`src/rtl/stopwatch_ctrl_if.sv`:
```
`default_nettype none
// ============================================================================
// stopwatch_ctrl_if : button, datapath and display signals of stopwatch_ctrl
// Revision 1.0
// ============================================================================
interface stopwatch_ctrl_if;
    logic       btn_ss;
    logic       btn_lap;
    logic [3:0] cur_ones;
    logic [3:0] cur_tens;
    logic       tick_en;
    logic       clr;
    logic       running;
    logic       lap_valid;
    logic [3:0] disp_ones;
    logic [3:0] disp_tens;

    modport master (
        input  btn_ss, btn_lap, cur_ones, cur_tens,
        output tick_en, clr, running, lap_valid, disp_ones, disp_tens
    );

    modport slave (
        output btn_ss, btn_lap, cur_ones, cur_tens,
        input  tick_en, clr, running, lap_valid, disp_ones, disp_tens
    );
endinterface
`default_nettype wire

```
`src/rtl/stopwatch_ctrl.sv`:
```
`default_nettype none
// ============================================================================
// stopwatch_ctrl : button debounce, run/split/pause FSM, tick prescaler, lap hold
// Revision 1.0
// ============================================================================
module stopwatch_ctrl #(
    parameter int DEBOUNCE_CYC = 16,
    parameter int TICK_DIV     = 10
) (
    input  logic             clk,
    input  logic             reset_n,
    stopwatch_ctrl_if.master sw
);
    localparam int CNT_W = $clog2(DEBOUNCE_CYC + 1);
    localparam int PRE_W = $clog2(TICK_DIV);
    localparam logic [CNT_W-1:0] DEB_LAST = CNT_W'(DEBOUNCE_CYC - 1);
    localparam logic [PRE_W-1:0] PRE_LAST = PRE_W'(TICK_DIV - 1);

    typedef enum logic [1:0] {
        IDLE  = 2'd0,
        RUN   = 2'd1,
        SPLIT = 2'd2,
        PAUSE = 2'd3
    } state_t;

    logic [1:0] raw;
    logic [1:0] press;

    assign raw = {sw.btn_lap, sw.btn_ss};

    // Bit 0 is START/STOP, bit 1 is LAP/RESET.
    for (genvar i = 0; i < 2; i++) begin : g_btn
        logic             sync1;
        logic             sync2;
        logic             deb;
        logic             deb_d;
        logic [CNT_W-1:0] stable_cnt;

        always_ff @(posedge clk or negedge reset_n) begin
            if (!reset_n) begin
                sync1      <= 1'b0;
                sync2      <= 1'b0;
                deb        <= 1'b0;
                deb_d      <= 1'b0;
                stable_cnt <= '0;
            end else begin
                sync1 <= raw[i];
                sync2 <= sync1;
                deb_d <= deb;
                if (sync2 == deb) begin
                    stable_cnt <= '0;
                end else if (stable_cnt == DEB_LAST) begin
                    deb        <= sync2;
                    stable_cnt <= '0;
                end else begin
                    stable_cnt <= stable_cnt + CNT_W'(1);
                end
            end
        end

        assign press[i] = deb & ~deb_d;
    end

    state_t     state;
    state_t     state_nx;
    logic       ss_ev;
    logic       lap_ev;
    logic       capture;
    logic       do_clr;
    logic       cur_run;
    logic       nx_run;
    logic [PRE_W-1:0] presc;
    logic [3:0] lap_ones;
    logic [3:0] lap_tens;
    logic       tick_flag;
    logic       clr_flag;
    logic       run_flag;
    logic       lap_flag;

    // A simultaneous LAP press is dropped in favour of START/STOP.
    assign ss_ev  = press[0];
    assign lap_ev = press[1] & ~press[0];

    always_ff @(posedge clk or negedge reset_n) begin
        if (!reset_n) begin
            state <= IDLE;
        end else begin
            state <= state_nx;
        end
    end

    always_comb begin
        state_nx = state;
        capture  = 1'b0;
        do_clr   = 1'b0;
        case (state)
            IDLE: begin
                if (ss_ev) state_nx = RUN;
            end
            RUN: begin
                if (ss_ev) begin
                    state_nx = PAUSE;
                end else if (lap_ev) begin
                    state_nx = SPLIT;
                    capture  = 1'b1;
                end
            end
            SPLIT: begin
                if (ss_ev)       state_nx = PAUSE;
                else if (lap_ev) state_nx = RUN;
            end
            PAUSE: begin
                if (ss_ev) begin
                    state_nx = RUN;
                end else if (lap_ev) begin
                    state_nx = IDLE;
                    do_clr   = 1'b1;
                end
            end
            default: state_nx = IDLE;
        endcase
    end

    assign cur_run = (state == RUN) || (state == SPLIT);
    assign nx_run  = (state_nx == RUN) || (state_nx == SPLIT);

    // Prescaler advances only on edges that stay running, so the stop edge
    // freezes the partial count and the start edge does not consume a clock.
    always_ff @(posedge clk or negedge reset_n) begin
        if (!reset_n) begin
            presc     <= '0;
            tick_flag <= 1'b0;
            clr_flag  <= 1'b0;
            run_flag  <= 1'b0;
            lap_flag  <= 1'b0;
            lap_ones  <= 4'd0;
            lap_tens  <= 4'd0;
        end else begin
            tick_flag <= 1'b0;
            clr_flag  <= do_clr;
            run_flag  <= nx_run;
            lap_flag  <= (state_nx == SPLIT);
            if (state_nx == IDLE) begin
                presc <= '0;
            end else if (cur_run && nx_run) begin
                if (presc == PRE_LAST) begin
                    presc     <= '0;
                    tick_flag <= 1'b1;
                end else begin
                    presc <= presc + PRE_W'(1);
                end
            end
            if (do_clr) begin
                lap_ones <= 4'd0;
                lap_tens <= 4'd0;
            end else if (capture) begin
                lap_ones <= sw.cur_ones;
                lap_tens <= sw.cur_tens;
            end
        end
    end

    assign sw.tick_en   = tick_flag;
    assign sw.clr       = clr_flag;
    assign sw.running   = run_flag;
    assign sw.lap_valid = lap_flag;
    assign sw.disp_ones = lap_flag ? lap_ones : sw.cur_ones;
    assign sw.disp_tens = lap_flag ? lap_tens : sw.cur_tens;
endmodule
`default_nettype wire
```
`src/flat_wrapper.sv`:
```
// flat-port wrapper written by rule: the top's interface ports become plain ports
module stopwatch_ctrl_flat 
#(
    parameter int DEBOUNCE_CYC = 16,
    parameter int TICK_DIV     = 10
)
  (clk, reset_n, sw_btn_ss, sw_btn_lap, sw_cur_ones, sw_cur_tens, sw_tick_en, sw_clr, sw_running, sw_lap_valid, sw_disp_ones, sw_disp_tens);
  stopwatch_ctrl_if sw_i ();
  input  logic clk;
  input  logic reset_n;
  input wire logic [$bits(sw_i.btn_ss)-1:0] sw_btn_ss;
  input wire logic [$bits(sw_i.btn_lap)-1:0] sw_btn_lap;
  input wire logic [$bits(sw_i.cur_ones)-1:0] sw_cur_ones;
  input wire logic [$bits(sw_i.cur_tens)-1:0] sw_cur_tens;
  output wire logic [$bits(sw_i.tick_en)-1:0] sw_tick_en;
  output wire logic [$bits(sw_i.clr)-1:0] sw_clr;
  output wire logic [$bits(sw_i.running)-1:0] sw_running;
  output wire logic [$bits(sw_i.lap_valid)-1:0] sw_lap_valid;
  output wire logic [$bits(sw_i.disp_ones)-1:0] sw_disp_ones;
  output wire logic [$bits(sw_i.disp_tens)-1:0] sw_disp_tens;
  assign sw_i.btn_ss = sw_btn_ss;
  assign sw_i.btn_lap = sw_btn_lap;
  assign sw_i.cur_ones = sw_cur_ones;
  assign sw_i.cur_tens = sw_cur_tens;
  assign sw_tick_en = sw_i.tick_en;
  assign sw_clr = sw_i.clr;
  assign sw_running = sw_i.running;
  assign sw_lap_valid = sw_i.lap_valid;
  assign sw_disp_ones = sw_i.disp_ones;
  assign sw_disp_tens = sw_i.disp_tens;
  stopwatch_ctrl #(.DEBOUNCE_CYC(DEBOUNCE_CYC), .TICK_DIV(TICK_DIV)) u_core (.clk(clk), .reset_n(reset_n), .sw(sw_i));
endmodule
```
`config.mk`:
```
export PLATFORM = sky130hd
export DESIGN_NAME = stopwatch_ctrl_flat
export DESIGN_NICKNAME = d
export VERILOG_FILES = /design/src/rtl/stopwatch_ctrl_if.sv /design/src/rtl/stopwatch_ctrl.sv /design/src/flat_wrapper.sv
export SDC_FILE = /design/constraint.sdc
export NUM_CORES = 1
export LEC_CHECK = 0
export CAP_MARGIN = 10
export CORE_MARGIN = 2
export CORE_UTILIZATION = 57
export DETAILED_ROUTE_END_ITERATION = 10
export PLACE_DENSITY = 0.81
export SYNTH_ARGS = -nofsm -noshare
export SYNTH_HDL_FRONTEND = slang
export SYNTH_SLANG_ARGS = --single-unit
```
`constraint.sdc`:
```
create_clock -name clk -period 4.4 [get_ports clk]
set_clock_uncertainty 0.15 [all_clocks]
set_input_delay 0.66 -clock clk [delete_from_list [all_inputs] [get_ports clk]]
set_output_delay 0.66 -clock clk [all_outputs]
set_load 0.01 [all_outputs]
```
==> flow_summary_export.csv <==
group,metric,value,unit
route,drtAntennaViolNets,0,
global_route,antenna_found_initial,0,
critical_path,slowest_stage,"or4b_1",
global_route,grt_max_degree,37,
clocking,clock_latency,0.34,ns
global_route,grt_pass1_wl,4960,um
clocking,clock-sinks,36,
logic_synthesis,synth_top_area_cell,"dfrtp_1",
critical_path,cp-start-kind,"flop",
route,drt-initial-drc-count,49,
place,place.gp.congestion,0.722,
global_route,grt_pass1_vias,1193,
floorplan,coreArea,0.00278,sq mm
logic_synthesis,post-synth-top-count-cell,"dfrtp_1",
floorplan,core.rowCount,19,
final_layout,fillers,216,
route,wl,2790,um
place,placedCellCount,194,
route,drt-vias-per-instance,5.43,
critical_path,crit_path_max_fanout,7,
pwr,cellLeakagePower,0.935,nW
logic_synthesis,synth_top_area_share,0.536,
outcome,status,"completed",
run,drv_cap,0,
global_route,grt-ovfl-total,0,
clocking,numCtsBuffers,5,
floorplan,die_y,58.3,um
pwr,p_per_area,274,mW/mm^2
logic_synthesis,synth_top_family_by_area,"simple AND/OR/NAND/NOR gates",
clocking,cts_setup_buffers,0,
logic_synthesis,yosys_most_used_dff,"dfrtp_1",
sta,fin_ws,1.64,ns
clocking,h-tree-depth,2,
logic_synthesis,synth_compound_area_frac,0.0469,
logic_synthesis,ys_seq_elements,36,
critical_path,path_buf_inv,1,
sta,worst_pin_slew,0.437,ns
critical_path,critPathKind,"flop to flop",
place,post-place-ws,1.72,ns
sta,finalCritPeriodShare,0.627,
logic_synthesis,async_flop_share,1.00,
place,dp_hpwl,2020,um
pwr,ir_worst_vdd,0.267,mV
clocking,cts_tree,"done",
logic_synthesis,synth_enable_flop_cells,0,
clocking,clock_path_buffers,2,
sta,setup-tns-final,0,ns
clocking,path_clk_slew,0.10,ns
route,drcViolationCount,0,
clocking,cts-root-buf,"clkbuf_4",
critical_path,cpPeakStageDelay,0.53,ns
logic_synthesis,yosysSeqAreaShare,0.536,
clocking,cts_hold_buf,0,
sta,hold_viol_final,0,
floorplan,io_pins,24,
sta,rsz0062_at_grt,"false",
logic_synthesis,synthSimpleGateAreaFrac,0.170,
final_layout,synthToLayoutAreaGrowth,18.8,%
critical_path,crit_top_cell,"ha_1",
critical_path,arrival,2.87,ns
critical_path,crit_path_end_kind,"flop",
logic_synthesis,yosys_warnings,0,
final_layout,seq_area,901,sq um
final_layout,multi_input_comb_area,754,sq um
clocking,post_cts_resized,0,
sta,drv_slew,0,
global_route,track_usage,0.197,
route,dr.pass1.iters,3,
sta,fmaxAchievable,362,MHz
final_layout,nNetsFinal,192,
logic_synthesis,avgSynthCellArea,11.9,sq um
logic_synthesis,synth_xor_area_frac,0.0312,
final_layout,insertedDiodeCount,0,
sta,setup_viol,0,
sta,relSlewSlack,0.709,
place,port_buffers,23,
logic_synthesis,synth_fa_ha_area_frac,0.0744,
route,vias,1092,
critical_path,worstPathRequired,4.51,ns
floorplan,dieArea,0.00340,sq mm
logic_synthesis,synth.area.top_cells,"dfrtp_1 (54%), mux2_2 (12%), ha_1 (7.4%)",
route,wl_per_cell,13.9,um
logic_synthesis,synthesis.area,0.00168,sq mm
logic_synthesis,syn-num-nets,163,
sta,post-route-min-period,2.76,ns
floorplan,start_util,0.605,
logic_synthesis,synth_cells,141,
logic_synthesis,synth_cell_types,30,
hold_path,hold_class,"flop to flop",
critical_path,crit_chain,"inv_1, ha_1, nor3b_1, nor3_1, a21o_1, ha_1, nand2_1, or4b_1, a31oi_1",
floorplan,die_w,58.3,um
logic_synthesis,synthTopCellsByCount,"dfrtp_1 (36), mux2_2 (18), nor2_1 (14)",
critical_path,path_delay_family,"simple AND/OR/NAND/NOR gates",
logic_synthesis,yosys-mux-area-fraction,0.126,
final_layout,layout-drive-gt1-share,0.165,
final_layout,stdcell_count,201,
==> layout by cell type, fill, tap and decap left out, drive strengths merged, types with 4 or more instances in the layout <==
master,instances
a21oi,5
mux2,18
nor2,14
clkdlybuf4s50,23
clkbuf,6
dfrtp,36
nand3,6
xor2,6
ha,10
nor2b,8
nand2,4
inv,5
==> worst paths after layout <==
check | depth (start not counted) | start | slack [ns] | to
max | 9 | u_core.state[0] | 1.64 | u_core.presc[3]
min | 0 | u_core.g_btn[1].sync1 | 0.22 | u_core.g_btn[1].sync2
max reg2reg | 9 | u_core.state[0] | 1.64 | u_core.presc[3]
min reg2reg | 0 | u_core.g_btn[1].sync1 | 0.22 | u_core.g_btn[1].sync2
max in group asynchronous | 2 | reset_n | 3.22 | u_core.lap_tens[0]
min in group asynchronous | 2 | reset_n | 0.55 | u_core.g_btn[0].stable_cnt[1]
==> metal layers <==
layer / vias up / part of all wire / track usage / wire length [um]
met5: - / 0 / 0 / 0
met4: 0 / 0.022 / 0.110 / 62
met3: 8 / 0.047 / 0.0484 / 131
met2: 19 / 0.50 / 0.324 / 1410
met1: 523 / 0.43 / 0.236 / 1190
li1: 542 / - / - / -
==> registers in the layout (all words and copies together) (netlist names), 2 cells and up <==
name and cells:
u_core.g_btn.sync1 2, u_core.g_btn.stable_cnt 10, u_core.g_btn.deb_d 2, u_core.state 2, u_core.g_btn.deb 2, u_core.lap_ones 4
u_core.g_btn.sync2 2, u_core.presc 4, u_core.lap_tens 4
==> where the power goes <==
part	total [mW]	switching (mW)	internal, mW
sequential	0.342	0.00470	0.337
combinational	0.0462	0.0202	0.0260
clock	0.159	0.100	0.0588
==> stage by stage <==
stage                     hold slack [ns]   util  total power [mW]  cell area (sq um)
after CTS                           0.219  0.718             0.554               2000
after global routing                0.227  0.718             0.571               2000
after global placement              0.189  0.701             0.393               1950
final                               0.216  0.718             0.547               2000
after floorplan                     0.181      -             0.367               1680
after detailed placement            0.186  0.701             0.396               1950
==> cell families after synthesis <==
group                    count (synthesis)
multiplexers                            19
adder cells (fa/ha/maj)                 10
AND/OR/NAND/NOR                         50
flip-flops                              36
XOR/XNOR                                 6
AO/OA/AOI/OAI                           13
buffers and inverters                    7
==> cell type report <==
class	instances	share of cell area
sequential	36	0.451
multi-input combinational	98	0.378
timing repair buffer	24	0.119
clock buffer	6	0.0207
tap	31	0.0194
inverter	5	0.00940
clock inverter	1	0.00251
(Power assumes the default switching activity.)
